`src/rtl/ibex_rf_write_buffer_if.sv`:
```
`default_nettype none
// +----------------------------------------------------------------------+
// | ibex_rf_write_buffer_if                                              |
// | Writeback / register-file / forwarding signal bundle for the buffer  |
// | Revision: 1.0                                                        |
// +----------------------------------------------------------------------+
interface ibex_rf_write_buffer_if #(
    parameter int DataWidth = 32,
    parameter int Depth     = 4
);
    logic                         wb_we_i;
    logic [4:0]                   wb_waddr_i;
    logic [DataWidth-1:0]         wb_wdata_i;
    logic                         wb_ready_o;
    logic                         rf_we_o;
    logic [4:0]                   rf_waddr_o;
    logic [DataWidth-1:0]         rf_wdata_o;
    logic                         rf_stall_i;
    logic [4:0]                   raddr_a_i;
    logic [4:0]                   raddr_b_i;
    logic                         fwd_a_valid_o;
    logic [DataWidth-1:0]         fwd_a_data_o;
    logic                         fwd_b_valid_o;
    logic [DataWidth-1:0]         fwd_b_data_o;
    logic                         full_o;
    logic                         empty_o;
    logic [$clog2(Depth):0]       level_o;

    modport slave (
        input  wb_we_i, wb_waddr_i, wb_wdata_i, rf_stall_i, raddr_a_i, raddr_b_i,
        output wb_ready_o, rf_we_o, rf_waddr_o, rf_wdata_o,
        output fwd_a_valid_o, fwd_a_data_o, fwd_b_valid_o, fwd_b_data_o,
        output full_o, empty_o, level_o
    );

    modport master (
        output wb_we_i, wb_waddr_i, wb_wdata_i, rf_stall_i, raddr_a_i, raddr_b_i,
        input  wb_ready_o, rf_we_o, rf_waddr_o, rf_wdata_o,
        input  fwd_a_valid_o, fwd_a_data_o, fwd_b_valid_o, fwd_b_data_o,
        input  full_o, empty_o, level_o
    );
endinterface
`default_nettype wire

```
`src/rtl/ibex_rf_write_buffer.sv`:
```
`default_nettype none
// +----------------------------------------------------------------------+
// | ibex_rf_write_buffer                                                 |
// | FIFO of pending register writes in front of RF port W1, with bypass  |
// | Revision: 1.0                                                        |
// +----------------------------------------------------------------------+
module ibex_rf_write_buffer #(
    parameter int DataWidth = 32,
    parameter int Depth     = 4,
    parameter bit RV32E     = 1'b0
) (
    input  logic                     clk_i,
    input  logic                     rst_i,
    ibex_rf_write_buffer_if.slave    bus
);
    localparam int PTR_W = $clog2(Depth);
    localparam int LVL_W = PTR_W + 1;

    logic [PTR_W-1:0]     wp;
    logic [PTR_W-1:0]     rp;
    logic [LVL_W-1:0]     level;
    logic [Depth-1:0]     valid;
    logic [4:0]           addr_q [Depth];
    logic [DataWidth-1:0] data_q [Depth];

    logic                 empty;
    logic                 full;
    logic                 addr_ok;
    logic                 enq;
    logic                 pop;

    assign empty   = (level == '0);
    assign full    = (level == LVL_W'(Depth));
    // x0 and (on RV32E) x16..x31 are acknowledged but silently dropped
    assign addr_ok = (bus.wb_waddr_i != 5'd0) && !(RV32E && bus.wb_waddr_i[4]);
    assign enq     = bus.wb_we_i && !full && addr_ok;
    assign pop     = !empty && !bus.rf_stall_i;

    always_ff @(posedge clk_i) begin
        if (rst_i) begin
            wp    <= '0;
            rp    <= '0;
            level <= '0;
            valid <= '0;
        end else begin
            if (enq) begin
                valid[wp] <= 1'b1;
                wp        <= wp + 1'b1;
            end
            if (pop) begin
                valid[rp] <= 1'b0;
                rp        <= rp + 1'b1;
            end
            case ({enq, pop})
                2'b10:   level <= level + 1'b1;
                2'b01:   level <= level - 1'b1;
                default: level <= level;
            endcase
        end
    end

    always_ff @(posedge clk_i) begin
        if (!rst_i && enq) begin
            addr_q[wp] <= bus.wb_waddr_i;
            data_q[wp] <= bus.wb_wdata_i;
        end
    end

    assign bus.wb_ready_o = !full;
    assign bus.rf_we_o    = !empty;
    assign bus.rf_waddr_o = empty ? 5'd0 : addr_q[rp];
    assign bus.rf_wdata_o = empty ? '0 : data_q[rp];
    assign bus.full_o     = full;
    assign bus.empty_o    = empty;
    assign bus.level_o    = level;

    logic [PTR_W-1:0]     idx;
    logic                 hit_a;
    logic                 hit_b;
    logic [DataWidth-1:0] val_a;
    logic [DataWidth-1:0] val_b;

    // Scan oldest to youngest so the last match is the youngest entry
    always_comb begin
        idx   = '0;
        hit_a = 1'b0;
        hit_b = 1'b0;
        val_a = '0;
        val_b = '0;
        for (int k = 0; k < Depth; k++) begin
            idx = rp + PTR_W'(k);
            if (valid[idx] && (bus.raddr_a_i != 5'd0) && (addr_q[idx] == bus.raddr_a_i)) begin
                hit_a = 1'b1;
                val_a = data_q[idx];
            end
            if (valid[idx] && (bus.raddr_b_i != 5'd0) && (addr_q[idx] == bus.raddr_b_i)) begin
                hit_b = 1'b1;
                val_b = data_q[idx];
            end
        end
    end

    assign bus.fwd_a_valid_o = hit_a;
    assign bus.fwd_a_data_o  = val_a;
    assign bus.fwd_b_valid_o = hit_b;
    assign bus.fwd_b_data_o  = val_b;
endmodule
`default_nettype wire

```
`src/flat_wrapper.sv`:
```
// flat-port wrapper written by rule: the top's interface ports become plain ports
module ibex_rf_write_buffer_flat 
#(
    parameter int DataWidth = 32,
    parameter int Depth     = 4,
    parameter bit RV32E     = 1'b0
)
  (clk_i, rst_i, bus_wb_we_i, bus_wb_waddr_i, bus_wb_wdata_i, bus_rf_stall_i, bus_raddr_a_i, bus_raddr_b_i, bus_wb_ready_o, bus_rf_we_o, bus_rf_waddr_o, bus_rf_wdata_o, bus_fwd_a_valid_o, bus_fwd_a_data_o, bus_fwd_b_valid_o, bus_fwd_b_data_o, bus_full_o, bus_empty_o, bus_level_o);
  ibex_rf_write_buffer_if #(.DataWidth(DataWidth), .Depth(Depth)) bus_i ();
  input  logic clk_i;
  input  logic rst_i;
  input wire logic [$bits(bus_i.wb_we_i)-1:0] bus_wb_we_i;
  input wire logic [$bits(bus_i.wb_waddr_i)-1:0] bus_wb_waddr_i;
  input wire logic [$bits(bus_i.wb_wdata_i)-1:0] bus_wb_wdata_i;
  input wire logic [$bits(bus_i.rf_stall_i)-1:0] bus_rf_stall_i;
  input wire logic [$bits(bus_i.raddr_a_i)-1:0] bus_raddr_a_i;
  input wire logic [$bits(bus_i.raddr_b_i)-1:0] bus_raddr_b_i;
  output wire logic [$bits(bus_i.wb_ready_o)-1:0] bus_wb_ready_o;
  output wire logic [$bits(bus_i.rf_we_o)-1:0] bus_rf_we_o;
  output wire logic [$bits(bus_i.rf_waddr_o)-1:0] bus_rf_waddr_o;
  output wire logic [$bits(bus_i.rf_wdata_o)-1:0] bus_rf_wdata_o;
  output wire logic [$bits(bus_i.fwd_a_valid_o)-1:0] bus_fwd_a_valid_o;
  output wire logic [$bits(bus_i.fwd_a_data_o)-1:0] bus_fwd_a_data_o;
  output wire logic [$bits(bus_i.fwd_b_valid_o)-1:0] bus_fwd_b_valid_o;
  output wire logic [$bits(bus_i.fwd_b_data_o)-1:0] bus_fwd_b_data_o;
  output wire logic [$bits(bus_i.full_o)-1:0] bus_full_o;
  output wire logic [$bits(bus_i.empty_o)-1:0] bus_empty_o;
  output wire logic [$bits(bus_i.level_o)-1:0] bus_level_o;
  assign bus_i.wb_we_i = bus_wb_we_i;
  assign bus_i.wb_waddr_i = bus_wb_waddr_i;
  assign bus_i.wb_wdata_i = bus_wb_wdata_i;
  assign bus_i.rf_stall_i = bus_rf_stall_i;
  assign bus_i.raddr_a_i = bus_raddr_a_i;
  assign bus_i.raddr_b_i = bus_raddr_b_i;
  assign bus_wb_ready_o = bus_i.wb_ready_o;
  assign bus_rf_we_o = bus_i.rf_we_o;
  assign bus_rf_waddr_o = bus_i.rf_waddr_o;
  assign bus_rf_wdata_o = bus_i.rf_wdata_o;
  assign bus_fwd_a_valid_o = bus_i.fwd_a_valid_o;
  assign bus_fwd_a_data_o = bus_i.fwd_a_data_o;
  assign bus_fwd_b_valid_o = bus_i.fwd_b_valid_o;
  assign bus_fwd_b_data_o = bus_i.fwd_b_data_o;
  assign bus_full_o = bus_i.full_o;
  assign bus_empty_o = bus_i.empty_o;
  assign bus_level_o = bus_i.level_o;
  ibex_rf_write_buffer #(.DataWidth(DataWidth), .Depth(Depth), .RV32E(RV32E)) u_core (.clk_i(clk_i), .rst_i(rst_i), .bus(bus_i));
endmodule
```
`config.mk`:
```
export PLATFORM = sky130hd
export DESIGN_NAME = ibex_rf_write_buffer_flat
export DESIGN_NICKNAME = d
export VERILOG_FILES = /design/src/rtl/ibex_rf_write_buffer_if.sv /design/src/rtl/ibex_rf_write_buffer.sv /design/src/flat_wrapper.sv
export SDC_FILE = /design/constraint.sdc
export NUM_CORES = 1
export LEC_CHECK = 0
export CORE_MARGIN = 2
export CORE_UTILIZATION = 56
export CTS_BUF_LIST = sky130_fd_sc_hd__clkbuf_16
export CTS_CLUSTER_SIZE = 14
export DETAILED_ROUTE_END_ITERATION = 10
export HOLD_SLACK_MARGIN = 0.03
export PLACE_DENSITY = 0.81
export REMOVE_ABC_BUFFERS = 1
export SLEW_MARGIN = 15
export SYNTH_ARGS = -nofsm -noshare
export SYNTH_HDL_FRONTEND = slang
export SYNTH_SLANG_ARGS = --single-unit
```
`constraint.sdc`:
```
create_clock -name clk_i -period 4.41 [get_ports clk_i]
set_input_delay 0.441 -clock clk_i [delete_from_list [all_inputs] [get_ports clk_i]]
set_output_delay 0.441 -clock clk_i [all_outputs]
set_load 0.01 [all_outputs]
```
[Word level (Yosys, flattened, before mapping)]
Memory sizes are Yosys's and may differ from the RTL's. A register that Yosys moved wholly into a read port is not among the register bits.
Index checks and enable logic that the tools add are counted.
Storage, ports and cells
  flip-flop bits (word level): 11
  bits in writable memories: 148
  memories kept: 2
Memory list
  u_core.data_q: depth 4, bits a word 32, read ports 4, clocked after memory_dff 1, wr ports 1, line ibex_rf_write_buffer.sv:24  | logic [DataWidth-1:0] data_q [Depth];
  u_core.addr_q: depth 4, bits a word 5, read ports 4, clocked after memory_dff 1, wr ports 1, line ibex_rf_write_buffer.sv:23  | logic [4:0] addr_q [Depth];
Operators by class
  $lt $le $gt $ge: 7
  equality and inequality tests: 11
  add/subtract/negate cells: 6
  reduce and logical (&&, ||, !) cells: 31
  multiplexer cells: 40
  bitwise operators: 3
Operators by type and width (count)
  32-bit two-way mux: 9
  5-bit == test: 8
  1-bit logical AND: 22
  1-bit two-way mux: 16
  2-bit by 3-bit < comparator with 1-bit output, second input constant: 5
  5-bit nonzero test: 3
  4-bit two-way mux: 3
  1-bit binary-select mux with 2-bit select: 4
  2-bit two-way mux: 4
  3-bit one-hot mux with 2 select lines: 1
  5-bit two-way mux: 1
  2-bit by 1-bit adder with 2-bit output, second input constant: 2
  2-bit adder, second input constant: 2
  4-bit AND: 1
  1-bit demux with 2-bit select: 2
  2-bit by 1-bit >= comparator with 1-bit output, second input constant: 2
  1-bit zero test: 4
  4-bit inverter: 1
  4-bit bitwise OR: 1
  3-bit by 1-bit adder with 3-bit output, second input constant: 1
  3-bit == test, second input constant: 1
  3-bit zero test: 1
  3-bit by 1-bit subtractor with 3-bit output, second input constant: 1
  2-bit by 1-bit == test with 1-bit output, second input constant: 1
  2 further kinds: 2

[Longest topological paths before layout]
  word-level depth: 9
  mapped depth: 17
  depth with buffers taken out: 10

[Worst setup path before layout]
Ideal clock, no wire load.
  path type: register to output
  from: register u_core.rp[0]
  to: output port bus_fwd_b_data_o[10]
  arrival time: 3.764 ns
  cell stages (with the launch flop): 17
  slack: 0.205 ns
  cells stage by stage: dfxtp_1 -> buf_6 -> buf_4 -> buf_4 -> buf_4 -> buf_4 -> inv_1 -> ha_1 -> buf_6 -> mux4_2 -> xor2_1 -> nor4_2 -> and2_1 -> buf_2 -> buf_2 -> a221oi_1 -> o22ai_1
RTL lines
  from (decl): line ibex_rf_write_buffer.sv:20  | logic [PTR_W-1:0] rp;
  from (signal assigned): line ibex_rf_write_buffer.sv:52  | rp <= rp + 1'b1;
  2-bit adder *: line ibex_rf_write_buffer.sv:91  | idx = rp + PTR_W'(k);
  named net u_core.idx[0]: line ibex_rf_write_buffer.sv:77  | logic [PTR_W-1:0] idx;
  branches (longest 4 deep; another with memory read 4 x 5 bit)
  32-bit two-way mux *: line ibex_rf_write_buffer.sv:96  | if (valid[idx] && (bus.raddr_b_i != 5'd0) && (addr_q[idx] == bus.raddr_b_i)) begin
  to (decl): line flat_wrapper.sv:25  | output wire logic [$bits(bus_i.fwd_b_data_o)-1:0] bus_fwd_b_data_o;
Mark *: on every way through the listed nets, which the timed path passes. The select of a mux whose other input is x is not followed.

[Worst setup path after layout]
  from: register u_core.rp[0]
  to: output port bus_fwd_a_data_o[4]
RTL lines
  2-bit adder *: line ibex_rf_write_buffer.sv:91
  named net u_core.idx[0]: line ibex_rf_write_buffer.sv:77
  branches (longest 4 deep; another with memory read 4 x 5 bit)
  32-bit two-way mux *: line ibex_rf_write_buffer.sv:92  | if (valid[idx] && (bus.raddr_a_i != 5'd0) && (addr_q[idx] == bus.raddr_a_i)) begin
  to (decl): line flat_wrapper.sv:23  | output wire logic [$bits(bus_i.fwd_a_data_o)-1:0] bus_fwd_a_data_o;
Marked as above.

==> results.toml <==
[status]
status = "complete, no violations"

[yosys]
synth_edf_count = 148
yosys-top-cells-area = "edfxtp_1, mux4_2, mux2i_1"
ys.flop_type = "edfxtp_1"
synth_top_area_share_pct = 37.9
async_flop_share_pct = 0
postSynthAreaPerCell_um2 = 11.7
syn_area_um2 = 11700
ys_types = 55
seq_area_frac_synth_pct = 40.1
synth_cells = 1003
synth_top_area_cell = "edfxtp_1"
ys_ff_latch = 161
yosysWarningCount = 0

[cells_and_area]
layout_common_cells = "edfxtp_1, clkdlybuf4s50_1, mux4_2, nand2_1, nand3_1"
mostFrequentLayoutCell = "edfxtp_1"
stdcell_count = 1411
syn2layout_area_growth_pct = 22.9
nets = 1189
drive_gt1_share_pct = 22.1
antenna_cells = 0
fin_util_pct = 70.6

[setup_path]
cp.required_ns = 3.97
cp_slowest_stage_delay_ns = 0.61
crit_fanout = 15
crit_path_end_kind = "output port"
crit_family = "buffers and inverters"
cp.arrival_ns = 3.94
worst-path-buf-inv = 4
slowest_stage = "clkdlybuf4s50_1"
crit_path_start_kind = "flop"
rr_worst_depth = 10
rrSetupSlack_ns = 1.54
r2r_end = "u_core.bus.level_o[2]"
r2r-start = "u_core.bus.level_o[2]"
crit_type = "flop to output port"
critical_path.cell_chain = "inv_1 -> ha_4 -> clkbuf_4 -> mux4_2 -> xor2_1 -> a2111oi_4 -> and2_4 -> buf_6 -> o31ai_2 -> a31oi_1 -> clkdlybuf4s50_1"

[placed_design]
port_buffers = 160
place_ws_ns = 0.323
dp.cells = 1369
dp_hpwl_um = 23200
place_congestion = 0.954

[route]
vias = 10300
firstDrtPassIters = 6
wirelength_um = 36600
viasPerCell = 7.27
routedWlPerCell_um = 26.0
antenna_left = 0
drc = 0
drt_iter0_markers = 1552

[sta]
fin_ws_ns = 0.0310
layout_min_cycle_time_ns = 4.38
fin_crit_sh_pct = 99.3
setup_viol = 0
fin_tns_setup_ns = 0
rsz0062_at_grt = "true"
worst_pin_slew_ns = 0.776
finalHoldViolCount = 0
slew_violations = 0
fmax_ghz = 0.228
fin_skew_ns = 0.0112
max_slew_margin_pct = 48.3

[clocking]
clockBufferDepth = 2
h-tree-depth = 4
cts_tree = "built"
clock_latency_ns = 0.44
clk_pin_slew_worst_paths_ns = 0.07
root_buffer = "clkbuf_16"
numCtsBuffers = 17
clkSinkCount = 161
cts_hold_buf = 0

[global_routing]
grt_pass1_wl_um = 55000
grt_max_degree = 50
antenna_found_initial = 0
track_usage_pct = 32.9
grt_pass1_vias = 9981
gr-total-overflow = 0

[run]
max_cap_violations = 0

[min_path]
hp-class = "flop to flop"
min_to = "u_core.wp[1]"
hold_depth = 2
min_from = "u_core.wp[1]"

[pwr]
peakVddDrop_v = 0.000327
leakage_nw = 4.71
power_per_cell_area_nw_per_um2 = 525

[floorplan]
fp.dieArea_um2 = 22100
start_util_pct = 57.5
core_um2 = 20400
ios = 161
row_count = 52
die_h_um = 149
dieWidth_um = 149
[flip-flops by register name, summed over array words and instances (netlist names), named ones only]
register	cells
u_core.rp	2
u_core.addr_q	20
u_core.valid	4
u_core.data_q	128
u_core.wp	2
u_core.bus.level_o	3
[through the flow]
stage	hold slack [ns]	instance area [um^2]	power, mW
detailed placement	0.503	13600	5.92
global route	0.537	14400	7.90
global placement	0.483	13600	5.85
finish	0.505	14400	7.57
CTS	0.512	14300	7.47
floorplan	0.463	11200	4.66
[layer usage]
metal  share of wire [%]  vias to the layer above  global-route usage [%]
met3                  13                      184                    6.70
li1                    -                     4253                       -
met1                  35                     4880                    42.6
met2                  47                      939                    52.8
met4                 5.1                        0                    17.2
met5                   0                        -                       0
[cells by family (layout without fill, tap and decap cells)]
| family | after synthesis | in the layout | share of synthesized area [%] |
|---|---|---|---|
| AO/OA/AOI/OAI | 253 | 253 | 16.0 |
| AND/OR/NAND/NOR | 250 | 250 | 10.6 |
| multiplexers | 168 | 168 | 24.1 |
| flip-flops | 161 | 161 | 40.1 |
| buffers and inverters | 121 | 259 | 5.10 |
| XOR/XNOR | 40 | 40 | 2.98 |
| adder cells (fa/ha/maj) | 10 | 10 | 1.13 |
[power breakdown]
part | internal (mW) | switching [mW] | leakage, nW | total [mW]
Sequential | 1.79 | 0.109 | 1.45 | 1.90
Clock | 0.806 | 0.651 | 0.293 | 1.46
Combinational | 1.94 | 2.28 | 2.96 | 4.22
Total | 4.53 | 3.04 | 4.71 | 7.57
[Yosys cell counts, drive strengths merged, types with 3 or more instances]
cell type and n:
xnor2 26, mux2 36, o31ai 31, xor2 14, inv 14, nand2 69, or4 3, nand3 68
a21oi 8, ha 9, o21bai 32, a211oi 38, a31oi 31, nor2b 4, nand4 4, o21ai 33
clkbuf 54, a221oi 34, o22ai 32, edfxtp 148, dfxtp 13, nor3 3, nor2 47, buf 53
mux2i 44, and2 43, mux4 88
[final cells by class]
cell class / instances / area [um^2]
multi-input combinational: 721 / 6560
fill: 1376 / 6010
clock buffer: 19 / 475
tap: 270 / 338
sequential: 161 / 4710
timing repair buffer: 213 / 2180
clock inverter: 13 / 111
inverter: 14 / 55.1
[how the worst max path moves through the flow]
stage,to,cells past startpoint,startpoint,slack [ns]
finish,bus_fwd_a_data_o[4],11,u_core.rp[0],0.03
global route,bus_fwd_b_data_o[4],10,u_core.rp[0],-0.07
CTS,bus_fwd_a_data_o[7],10,u_core.rp[0],0.008
detailed placement,bus_fwd_a_data_o[7],9,bus_raddr_a_i[1],0.32
global placement,bus_fwd_a_data_o[7],9,bus_raddr_a_i[1],0.34
floorplan,bus_fwd_b_data_o[31],8,u_core.rp[0],-7.07
[worst reg2reg max path, delay by kind of cell (launching register included)]
kind	cells	cell delay, ns
AOI/OAI and AO/OA	1	0.15
xor gates and xnor gates	1	0.16
adders and majority gates	2	0.65
buffers and inverters	3	0.57
DFF	1	0.40
and+or+nand+nor	3	0.88
[timing repair]
| item | CTS | global route |
|---|---|---|
| endpoints found under the setup margin | 56 | 64 |
| resized for setup | 2 | 30 |
| cloned | 1 | 0 |
| pin swaps | 2 | 5 |
| endpoints found under the hold margin | 0 | 0 |
| buffers inserted | 3 | 6 |
Note: power is estimated with default switching activity, not from simulation.
